$ cat src/rtl/mul_div_pkg.sv
// mul_div_pkg: shared definitions for the iterative multiply/divide unit.
//   - operation encodings (op_e) and small decode helpers
//   - FSM state encoding (state_e)
//   - data width and iteration count constants
package mul_div_pkg;

  localparam int XLEN       = 32;
  localparam int ITER_COUNT = 32;
  localparam int CNT_W      = 5;

  // Iteration counter is a down-counter: loaded with ITER_LAST, terminal count at zero.
  localparam logic [CNT_W-1:0] ITER_LAST = CNT_W'(ITER_COUNT - 1);

  typedef enum logic [1:0] {
    OP_MULTU = 2'b00,
    OP_MULT  = 2'b01,
    OP_DIVU  = 2'b10,
    OP_DIV   = 2'b11
  } op_e;

  typedef enum logic [1:0] {
    S_IDLE = 2'b00,
    S_CALC = 2'b01,
    S_FIX  = 2'b10,
    S_DONE = 2'b11
  } state_e;

  function automatic logic op_is_div(input logic [1:0] op);
    return (op_e'(op) == OP_DIVU) || (op_e'(op) == OP_DIV);
  endfunction

  function automatic logic op_is_signed(input logic [1:0] op);
    return (op_e'(op) == OP_MULT) || (op_e'(op) == OP_DIV);
  endfunction

endpackage

$ cat src/rtl/mul_div_step.sv
// mul_div_step: one combinational iteration of the shared multiply/divide datapath.
// The 64-bit working value is split into upper (high word) and lower (low word).
//   multiply: upper = partial product high, lower = remaining multiplier bits;
//             conditional add of operand, then shift the 65-bit result right by one.
//   divide:   upper = partial remainder, lower = dividend bits / quotient bits;
//             shift left by one, restoring subtract of operand, quotient bit in LSB.
// Ports:
//   is_div_i   1     select divide step (1) or multiply step (0)
//   upper_i    32    current high word
//   lower_i    32    current low word
//   operand_i  32    multiplicand / divisor magnitude
//   upper_o    32    next high word
//   lower_o    32    next low word
module mul_div_step
  import mul_div_pkg::*;
(
  input  logic            is_div_i,
  input  logic [XLEN-1:0] upper_i,
  input  logic [XLEN-1:0] lower_i,
  input  logic [XLEN-1:0] operand_i,
  output logic [XLEN-1:0] upper_o,
  output logic [XLEN-1:0] lower_o
);

  logic [XLEN:0]   sum;
  logic [XLEN:0]   shifted;
  logic            fits;
  logic [XLEN-1:0] diff;

  always_comb begin
    sum     = {1'b0, upper_i} + (lower_i[0] ? {1'b0, operand_i} : '0);
    shifted = {upper_i, lower_i[XLEN-1]};
    fits    = (shifted >= {1'b0, operand_i});
    // When fits is set the true difference is below the divisor, so 32 bits suffice.
    diff    = shifted[XLEN-1:0] - operand_i;
    if (is_div_i) begin
      upper_o = fits ? diff : shifted[XLEN-1:0];
      lower_o = {lower_i[XLEN-2:0], fits};
    end else begin
      {upper_o, lower_o} = {sum, lower_i[XLEN-1:1]};
    end
  end

endmodule

$ cat src/rtl/mul_div_unit.sv
// mul_div_unit: iterative 32x32 multiply / 32/32 divide unit with HI/LO registers.
// Fixed latency: done is high 35 cycles after the edge that accepts start,
// for every op and operand value.
// Build option: define MUL_DIV_SIGNED_EN to enable signed MULT/DIV. Without it,
// op[0] is ignored and every operation runs unsigned (same latency).
// Ports:
//   clk     1   clock, rising edge
//   rst_n   1   synchronous active-low reset
//   start   1   request operation (accepted in IDLE or DONE)
//   op      2   00 MULTU, 01 MULT, 10 DIVU, 11 DIV
//   a       32  operand A / dividend
//   b       32  operand B / divisor
//   hi_we   1   MTHI strobe (ignored while busy or in FIX)
//   lo_we   1   MTLO strobe (ignored while busy or in FIX)
//   wdata   32  MTHI/MTLO data
//   busy    1   operation in progress (CALC, FIX)
//   done    1   one-cycle pulse, hi/lo hold the new result
//   hi      32  HI register
//   lo      32  LO register
//
// state  | meaning
// -------+-----------------------------------------------------------------
// IDLE   | waiting for start
// CALC   | phase 0: form operand magnitudes; phase 1: 32 step iterations
// FIX    | phase 0: sign correction of result; phase 1: write hi/lo
// DONE   | result valid, done pulse; start accepted here as well
module mul_div_unit
  import mul_div_pkg::*;
(
  input  logic            clk,
  input  logic            rst_n,
  input  logic            start,
  input  logic [1:0]      op,
  input  logic [XLEN-1:0] a,
  input  logic [XLEN-1:0] b,
  input  logic            hi_we,
  input  logic            lo_we,
  input  logic [XLEN-1:0] wdata,
  output logic            busy,
  output logic            done,
  output logic [XLEN-1:0] hi,
  output logic [XLEN-1:0] lo
);

  state_e           state_q, state_d;
  logic [CNT_W-1:0] cnt_q, cnt_d;
  logic             phase_q, phase_d;

  logic             is_div_q, is_div_d;
  logic [XLEN-1:0]  upper_q, upper_d;
  logic [XLEN-1:0]  lower_q, lower_d;
  logic [XLEN-1:0]  operand_q, operand_d;
  logic [XLEN-1:0]  hi_q, hi_d;
  logic [XLEN-1:0]  lo_q, lo_d;

  logic [XLEN-1:0]  step_upper;
  logic [XLEN-1:0]  step_lower;

  logic             accept;
  logic             prep;
  logic             iterating;
  logic             fix_prep;
  logic             fix_commit;

`ifdef MUL_DIV_SIGNED_EN
  logic             signed_q, signed_d;
  logic             neg_a_q, neg_a_d;
  logic             neg_b_q, neg_b_d;
  logic             b_nz_q, b_nz_d;
`else
  logic             unused_op_sign;
  assign unused_op_sign = op[0];
`endif

  assign accept     = start && ((state_q == S_IDLE) || (state_q == S_DONE));
  assign prep       = (state_q == S_CALC) && !phase_q;
  assign iterating  = (state_q == S_CALC) && phase_q;
  assign fix_prep   = (state_q == S_FIX) && !phase_q;
  assign fix_commit = (state_q == S_FIX) && phase_q;

  // ---------------------------------------------------------------- FSM
  always_ff @(posedge clk) begin
    if (!rst_n) begin
      state_q <= S_IDLE;
      cnt_q   <= '0;
      phase_q <= 1'b0;
    end else begin
      state_q <= state_d;
      cnt_q   <= cnt_d;
      phase_q <= phase_d;
    end
  end

  always_comb begin
    state_d = state_q;
    cnt_d   = cnt_q;
    phase_d = phase_q;
    unique case (state_q)
      S_IDLE: begin
        if (start) begin
          state_d = S_CALC;
          cnt_d   = ITER_LAST;
          phase_d = 1'b0;
        end
      end
      S_CALC: begin
        if (!phase_q) begin
          phase_d = 1'b1;
        end else if (cnt_q == '0) begin
          state_d = S_FIX;
          phase_d = 1'b0;
        end else begin
          cnt_d = cnt_q - 1'b1;
        end
      end
      S_FIX: begin
        if (!phase_q) begin
          phase_d = 1'b1;
        end else begin
          state_d = S_DONE;
          phase_d = 1'b0;
        end
      end
      S_DONE: begin
        if (start) begin
          state_d = S_CALC;
          cnt_d   = ITER_LAST;
          phase_d = 1'b0;
        end else begin
          state_d = S_IDLE;
        end
      end
      default: state_d = S_IDLE;
    endcase
  end

  always_comb begin
    busy = (state_q == S_CALC) || (state_q == S_FIX);
    done = (state_q == S_DONE);
  end

  // ----------------------------------------------------------- datapath
  mul_div_step u_step (
    .is_div_i  (is_div_q),
    .upper_i   (upper_q),
    .lower_i   (lower_q),
    .operand_i (operand_q),
    .upper_o   (step_upper),
    .lower_o   (step_lower)
  );

  always_comb begin
    upper_d   = upper_q;
    lower_d   = lower_q;
    operand_d = operand_q;
    is_div_d  = is_div_q;
`ifdef MUL_DIV_SIGNED_EN
    signed_d  = signed_q;
    neg_a_d   = neg_a_q;
    neg_b_d   = neg_b_q;
    b_nz_d    = b_nz_q;
`endif
    if (accept) begin
      upper_d   = '0;
      lower_d   = a;
      operand_d = b;
      is_div_d  = op_is_div(op);
`ifdef MUL_DIV_SIGNED_EN
      signed_d  = op_is_signed(op);
`endif
    end else if (prep) begin
`ifdef MUL_DIV_SIGNED_EN
      neg_a_d = signed_q & lower_q[XLEN-1];
      neg_b_d = signed_q & operand_q[XLEN-1];
      b_nz_d  = |operand_q;
      if (neg_a_d) lower_d = -lower_q;
      if (neg_b_d) operand_d = -operand_q;
`endif
    end else if (iterating) begin
      upper_d = step_upper;
      lower_d = step_lower;
    end else if (fix_prep) begin
`ifdef MUL_DIV_SIGNED_EN
      if (!is_div_q) begin
        if (neg_a_q ^ neg_b_q) {upper_d, lower_d} = -{upper_q, lower_q};
      end else begin
        // Divide by zero keeps the all-ones quotient; the remainder still
        // follows the dividend's sign, which restores the original a.
        if ((neg_a_q ^ neg_b_q) && b_nz_q) lower_d = -lower_q;
        if (neg_a_q) upper_d = -upper_q;
      end
`endif
    end
  end

  always_comb begin
    hi_d = hi_q;
    lo_d = lo_q;
    if (fix_commit) begin
      hi_d = upper_q;
      lo_d = lower_q;
    end else if (!busy) begin
      if (hi_we) hi_d = wdata;
      if (lo_we) lo_d = wdata;
    end
  end

  always_ff @(posedge clk) begin
    if (!rst_n) begin
      upper_q   <= '0;
      lower_q   <= '0;
      operand_q <= '0;
      is_div_q  <= 1'b0;
      hi_q      <= '0;
      lo_q      <= '0;
`ifdef MUL_DIV_SIGNED_EN
      signed_q  <= 1'b0;
      neg_a_q   <= 1'b0;
      neg_b_q   <= 1'b0;
      b_nz_q    <= 1'b0;
`endif
    end else begin
      upper_q   <= upper_d;
      lower_q   <= lower_d;
      operand_q <= operand_d;
      is_div_q  <= is_div_d;
      hi_q      <= hi_d;
      lo_q      <= lo_d;
`ifdef MUL_DIV_SIGNED_EN
      signed_q  <= signed_d;
      neg_a_q   <= neg_a_d;
      neg_b_q   <= neg_b_d;
      b_nz_q    <= b_nz_d;
`endif
    end
  end

  assign hi = hi_q;
  assign lo = lo_q;

endmodule
$ cat config.mk
export PLATFORM = sky130hd
export DESIGN_NAME = mul_div_unit
export DESIGN_NICKNAME = d
export VERILOG_FILES = /design/src/rtl/mul_div_pkg.sv /design/src/rtl/mul_div_step.sv /design/src/rtl/mul_div_unit.sv
export SDC_FILE = /design/constraint.sdc
export NUM_CORES = 1
export LEC_CHECK = 0
export CORE_ASPECT_RATIO = 0.9
export CORE_MARGIN = 3
export CORE_UTILIZATION = 56
export CTS_CLUSTER_SIZE = 20
export DETAILED_ROUTE_END_ITERATION = 8
export PLACE_DENSITY = 0.84
export SYNTH_ARGS = -nofsm -noshare
export SYNTH_HDL_FRONTEND = slang
export SYNTH_SLANG_ARGS = --single-unit
$ cat constraint.sdc
create_clock -name clk -period 3.6 [get_ports clk]
set_clock_uncertainty 0.2 [all_clocks]
set_input_delay 0.54 -clock clk [delete_from_list [all_inputs] [get_ports clk]]
set_output_delay 0.54 -clock clk [all_outputs]
set_load 0.005 [all_outputs]
==> results.json, run 1 <==
{
  "yosysMostFrequentCell": "nand2_1",
  "ys_types": 66,
  "p_per_area_nw_per_um2": 662,
  "cap_viol_max_count": 0,
  "syn-cell-area_um2": 11500,
  "cp_max_fo": 15,
  "nets": 1752,
  "slew_headroom_pct": 14.7,
  "drc": 0,
  "gr-usage-met2_pct": 50.7,
  "die_y_um": 142,
  "synth_edf_count": 0,
  "grt_max_degree": 109,
  "synth_seq_cells": 169,
  "totalWireLength_um": 35200,
  "grt_use_met1_pct": 41.1,
  "initial_core_util_pct": 57.3,
  "synth_top_area_share_pct": 29.4,
  "cts_tree": "built",
  "startpoint_type": "register",
  "finalPower_uw": 9270,
  "rows": 49,
  "synth_flop_cell": "dfxtp_1",
  "cts-hold-fix-buffers": 0,
  "place_hpwl_um": 25400,
  "layout-drive-gt1-share_pct": 5.35,
  "firstDrtPassIters": 6,
  "finalMaxSlewViolations": 0,
  "area_growth_pct": 21.9,
  "vias": 11474,
  "ios": 169,
  "cpMaxStageDelayCell": "ha_1",
  "cts_root_buffer": "clkbuf_16",
  "synth_top_cell_by_area": "dfxtp_1",
  "cp_data_arrival_time_ns": 3.53,
  "die_area_um2": 22300,
  "antenna_found_initial": 0,
  "synthTopCellsByArea": "dfxtp_1 (29%), nand2_1 (8.6%), ha_1 (7.6%), a21boi_0 (6.7%), mux2i_1 (5.7%)",
  "crit_chain": "buf_4, and2_1, ha_1, and2_4, a221o_1, a31oi_4, o21ai_2, a311oi_4, o31ai_2, a31o_1, a2111oi_2, a311oi_1",
  "grtUsageTotal_pct": 30.9,
  "status": "finished clean",
  "regArea_um2": 3380,
  "synth.cells.most_frequent": "nand2_1 (264), dfxtp_1 (169), a21boi_0 (102)",
  "cts.sinks": 169,
  "path_buf_inv": 1,
  "syn_inst": 1453,
  "grt_pass1_vias": 10800,
  "setup_viol": 0,
  "grt_pass1_wl_um": 56000,
  "fmax_ghz": 0.292,
  "fin_tns_setup_ns": 0,
  "max-vdd-ir-drop_uv": 409,
  "globalplace.congestion": 0.990,
  "fillCellCount": 1662,
  "busiest_layer": "met2",
  "cp_top_family": "compound AO/OA/AOI/OAI gates",
  "chipWidth_um": 157,
  "critical_path.max_stage_delay_ns": 0.36,
  "h-tree-depth": 4,
  "hold_path_class": "register to register",
  "p_leak_uw": 0.00595,
  "coreArea_um2": 20000,
  "seq_area_frac_synth_pct": 29.4,
  "clk_pin_slew_ns": 0.07,
  "syn_nets": 1628,
  "cts_buffers": 17,
  "post-route-period-util_pct": 95.1,
  "port_buffers": 167,
  "finalHoldViolCount": 0,
  "cp-end-kind": "register",
  "postRouteAntennaNets": 0,
  "first_iter_violations": 1140,
  "path_class": "register to register",
  "grt-ovfl-total": 0,
  "crit_required_ns": 3.71,
  "min_period_ns": 3.42,
  "via_per_inst": 6.22,
  "rsz0062_at_grt": "false",
  "routedWlPerCell_um": 19.1,
  "clock_latency_ns": 0.45,
  "gr-usage-met3_pct": 4.64,
  "worst_pin_slew_ns": 1.28,
  "synth.avg_cell_area_um2": 7.91,
  "diodes": 0,
  "synthArstFlopShare_pct": 0,
  "clk_path_buf_depth": 2,
  "synth-warning-count": 0,
  "multiInputGateArea_um2": 7600
}
-- repair_timing --
| item | CTS | global route |
|---|---|---|
| buffers inserted | 0 | 0 |
| setup endpoints to repair | 0 | 5 |
| resized for setup | 0 | 3 |
| endpoints found under the hold margin | 0 | 0 |
-- routing by layer --
metal / vias to the layer above / part of all wire [%] / wire, µm
met1: 5380 / 42 / 14900
met5: - / 0 / 0
met3: 101 / 7.1 / 2490
met2: 516 / 47 / 16600
met4: 0 / 3.6 / 1280
li1: 5477 / - / -
-- flip-flops by register name (all words and copies together), names as in the netlist, 2 cells and up --
register	count
upper_q	32
lo	32
operand_q	32
cnt_q	5
hi	32
state_q	2
lower_q	32
-- final timing paths --
kind | from | endpoint | slack, ns | cells after the start
min reg2reg | operand_q[27] | operand_q[27] | 0.28 | 2
max | lower_q[0] | upper_q[31] | 0.18 | 12
max reg2reg | lower_q[0] | upper_q[31] | 0.18 | 12
min | operand_q[27] | operand_q[27] | 0.28 | 2
-- through the flow --
| step | utilization [%] | cells | worst slack (ns) | instance area, µm² | hold slack, ns |
|---|---|---|---|---|---|
| 5_1_grt | 69.9 | 1845 | 0.0314 | 14000 | 0.310 |
| 4_1_cts | 69.8 | 1845 | 0.191 | 14000 | 0.280 |
| 3_5_place_dp | 66.9 | 1813 | 0.248 | 13400 | 0.273 |
| 2_1_floorplan | - | 1453 | 0.318 | 11500 | 0.252 |
| 3_3_place_gp | 66.9 | 1813 | 0.224 | 13400 | 0.266 |
| 6_report | 69.9 | 1845 | 0.178 | 14000 | 0.278 |
-- cell families (layout without fill, tap and decap cells) --
kind of cell    Yosys count  after routing  share of synthesized area, %
buf+inv                 145            282                          4.79
compound gates          519            519                          31.5
flops                   169            169                          29.4
mux                      68             68                          5.95
xor+xnor                 55             55                          4.19
simple gates            425            425                          16.2
fa+ha+maj                72             72                          7.97
-- worst min-delay path, delay by kind of cell (launching register included) --
family	cells	cell delay [ns]
flip-flops	1	0.32
AO/OA/AOI/OAI	1	0.06
AND/OR/NAND/NOR	1	0.05
-- cell type report --
type,instances,share of cell area (%)
repair buffers,199,13.7
well taps,255,2.28
multi-input cells,1139,54.3
clock buffers,18,3.06
flip-flops and latches,169,24.2
inverters,51,1.37
clock inverters,14,1.10
-- cell usage in the layout, fill, tap and decap left out, types with 5 or more instances in the layout --
| cell type | n |
|---|---|
| inv_1 | 51 |
| clkbuf_16 | 17 |
| o211ai_1 | 53 |
| a22oi_1 | 34 |
| o211a_1 | 34 |
| a21o_1 | 31 |
| nor3_1 | 9 |
| mux2i_1 | 66 |
| nor2_1 | 52 |
| and3_1 | 7 |
| nand3_1 | 14 |
| inv_8 | 7 |
| nand4_1 | 8 |
| and4_1 | 5 |
| clkdlybuf4s50_1 | 166 |
| a21oi_1 | 93 |
| nand2_1 | 262 |
| ha_1 | 70 |
| o21bai_1 | 9 |
| o21ai_0 | 80 |
| o21a_1 | 9 |
| xor2_1 | 28 |
| a31oi_1 | 9 |
| a211oi_1 | 11 |
| and2_1 | 36 |
| dfxtp_1 | 168 |
| buf_4 | 31 |
| o21ai_1 | 7 |
| nand2b_1 | 5 |
| a21boi_0 | 102 |
| nor2b_1 | 8 |
| xnor2_1 | 27 |
-- power by group --
group	total, µW	switching, µW	internal [µW]
Sequential	2690	386	2310
Clock	1830	899	931
Combinational	4740	2740	2010
Total	9270	4020	5240
Note: power is estimated with default switching activity, not from simulation.
==> run 2: changes to the inputs <==
- CORE_ASPECT_RATIO: 0.9 -> 0.8
- CORE_MARGIN: 3 -> 10
==> run 2 against run 1 <==
Flip-flop and latch count unchanged. Worst setup slack worse by 0.040 ns. Critical path depth up 1. Global-route usage down 4.8 points. Final cell count up 0.65%. Non-clock buffer count up 2. Worst hold slack worse by 0.00074 ns. Routed wire length up 4.3%. Clock-buffer cell count unchanged.
==> results.json, run 2 (synthesis gave the netlist of run 1 again) <==
{
  "path_class": "register to register",
  "grt_pass1_vias": 10797,
  "fmax_ghz": 0.289,
  "postRouteAntennaNets": 0,
  "firstDrtPassIters": 6,
  "crit_required_ns": 3.76,
  "r2r-start": "lower_q[31]",
  "p_sw_uw": 4050,
  "rows": 46,
  "clk_pin_slew_ns": 0.08,
  "internal_power_uw": 5270,
  "cts_tree": "built",
  "r2r-end": "upper_q[30]",
  "seqPwrFrac_pct": 29.0,
  "clock_power_share_pct": 19.8,
  "crit_top_cell": "inv_1",
  "cts-hold-fix-buffers": 0,
  "cts_resized": 0,
  "finalMaxSlewViolations": 0,
  "cp_max_fo": 4,
  "status": "finished clean",
  "first_iter_violations": 1076,
  "final_common_cell": "nand2_1",
  "port_buffers": 167,
  "vias": 11547,
  "grt_pass1_wl_um": 58000,
  "globalplace.congestion": 0.950,
  "reg2reg_depth": 13,
  "nets": 1754,
  "max-vdd-ir-drop_uv": 582,
  "most-common-layout-cells": "nand2_1 (262), dfxtp_1 (168), clkdlybuf4s50_1 (166)",
  "rsz0062_at_grt": "false",
  "antenna_found_initial": 0,
  "cpMaxStageDelayCell": "fa_1",
  "clk_path_buf_depth": 2,
  "cts_root_buffer": "clkbuf_16",
  "fin_tns_setup_ns": 0,
  "ios": 169,
  "routedWlPerCell_um": 19.8,
  "area_growth_pct": 22.1,
  "finalHoldViolCount": 0,
  "coreArea_um2": 20000,
  "startpoint_type": "register",
  "layout-drive-gt1-share_pct": 5.65,
  "grtUsageTotal_pct": 26.1,
  "post-route-period-util_pct": 96.2,
  "setup_viol": 0,
  "p_leak_uw": 0.00596,
  "cts.sinks": 169,
  "hold_path_class": "register to register",
  "cp-end-kind": "register",
  "drc": 0,
  "grt_max_degree": 101,
  "chipWidth_um": 180,
  "die_y_um": 148,
  "p_per_area_nw_per_um2": 664,
  "worst_hold_slack_ns": 0.278,
  "critical_path.max_stage_delay_ns": 0.46,
  "cts_buffers": 17,
  "comb_power_share_pct": 51.2,
  "switching_share_pct": 43.5,
  "worst_pin_slew_ns": 1.13,
  "totalWireLength_um": 36700,
  "slew_headroom_pct": 24.3,
  "via_per_inst": 6.22,
  "r2r_setup_slack_ns": 0.14,
  "clock_latency_ns": 0.44,
  "cp_data_arrival_time_ns": 3.62,
  "die_area_um2": 26700,
  "cts_setup_buffers": 0,
  "place_hpwl_um": 26700,
  "cap_viol_max_count": 0,
  "h-tree-depth": 4,
  "initial_core_util_pct": 57.5,
  "crit_path_end": "upper_q[30]",
  "min_period_ns": 3.46,
  "cp-startpoint": "lower_q[31]",
  "grt-ovfl-total": 0,
  "crit_chain": "inv_1, ha_1, inv_1, fa_1, a211oi_1, nor2_1, o22ai_2, o22ai_1, a21o_1, a2111oi_0, a311oi_1, o21a_1, o21ai_1"
}
run 2: routing by layer:
metal	routed length (µm)	up-vias	global-route usage, %
met2	16600	529	41.5
met1	16100	5462	34.5
met5	0	-	0
met3	2990	75	5.26
met4	1060	0	9.37
li1	-	5481	-
run 2: worst max-delay path: cells and delay by family, from the launching register on:
family | cells | cell delay (ns)
flip-flops | 1 | 0.33
buffers and inverters | 2 | 0.16
AND/OR/NAND/NOR | 1 | 0.15
AO/OA/AOI/OAI | 8 | 1.89
adder cells (fa/ha/maj) | 2 | 0.64
run 2: power by group through the flow:
stage               clock, µW  combinational (µW)  sequential, µW
floorplan                   0                3130            2620
global placement            0                4540            2710
detailed placement          0                4660            2720
CTS                      1860                4700            2690
global route             1930                5200            2750
finish                   1840                4770            2700
run 2: worst min path at each step:
stage / slack [ns] / cells after the start / to / startpoint
CTS: 0.28 / 2 / operand_q[27] / operand_q[27]
finish: 0.28 / 2 / operand_q[27] / operand_q[27]
global route: 0.32 / 2 / operand_q[31] / operand_q[31]
detailed placement: 0.27 / 2 / operand_q[27] / operand_q[27]
floorplan: 0.25 / 2 / operand_q[10] / operand_q[10]
global placement: 0.26 / 2 / operand_q[27] / operand_q[27]
run 2: final cells by class:
type | count | area, µm²
Clock buffer | 18 | 439
Antenna cell | 1 | 2.50
Fill cell | 1597 | 5940
Inverter | 51 | 191
Tap cell | 264 | 330
Timing Repair Buffer | 201 | 1940
Clock inverter | 14 | 144
Multi-Input combinational cell | 1139 | 7610
Sequential cell | 169 | 3380
run 2: stage by stage:
step	util (%)	setup WS (ns)	power [µW]	instance area, µm²	std cells
after floorplan	-	0.318	5750	11500	1453
after global placement	67.3	0.197	7250	13400	1824
after detailed placement	67.3	0.207	7380	13400	1824
after CTS	70.2	0.125	9250	14000	1856
after global routing	70.3	0.0120	9890	14000	1856
final	70.3	0.138	9320	14000	1857
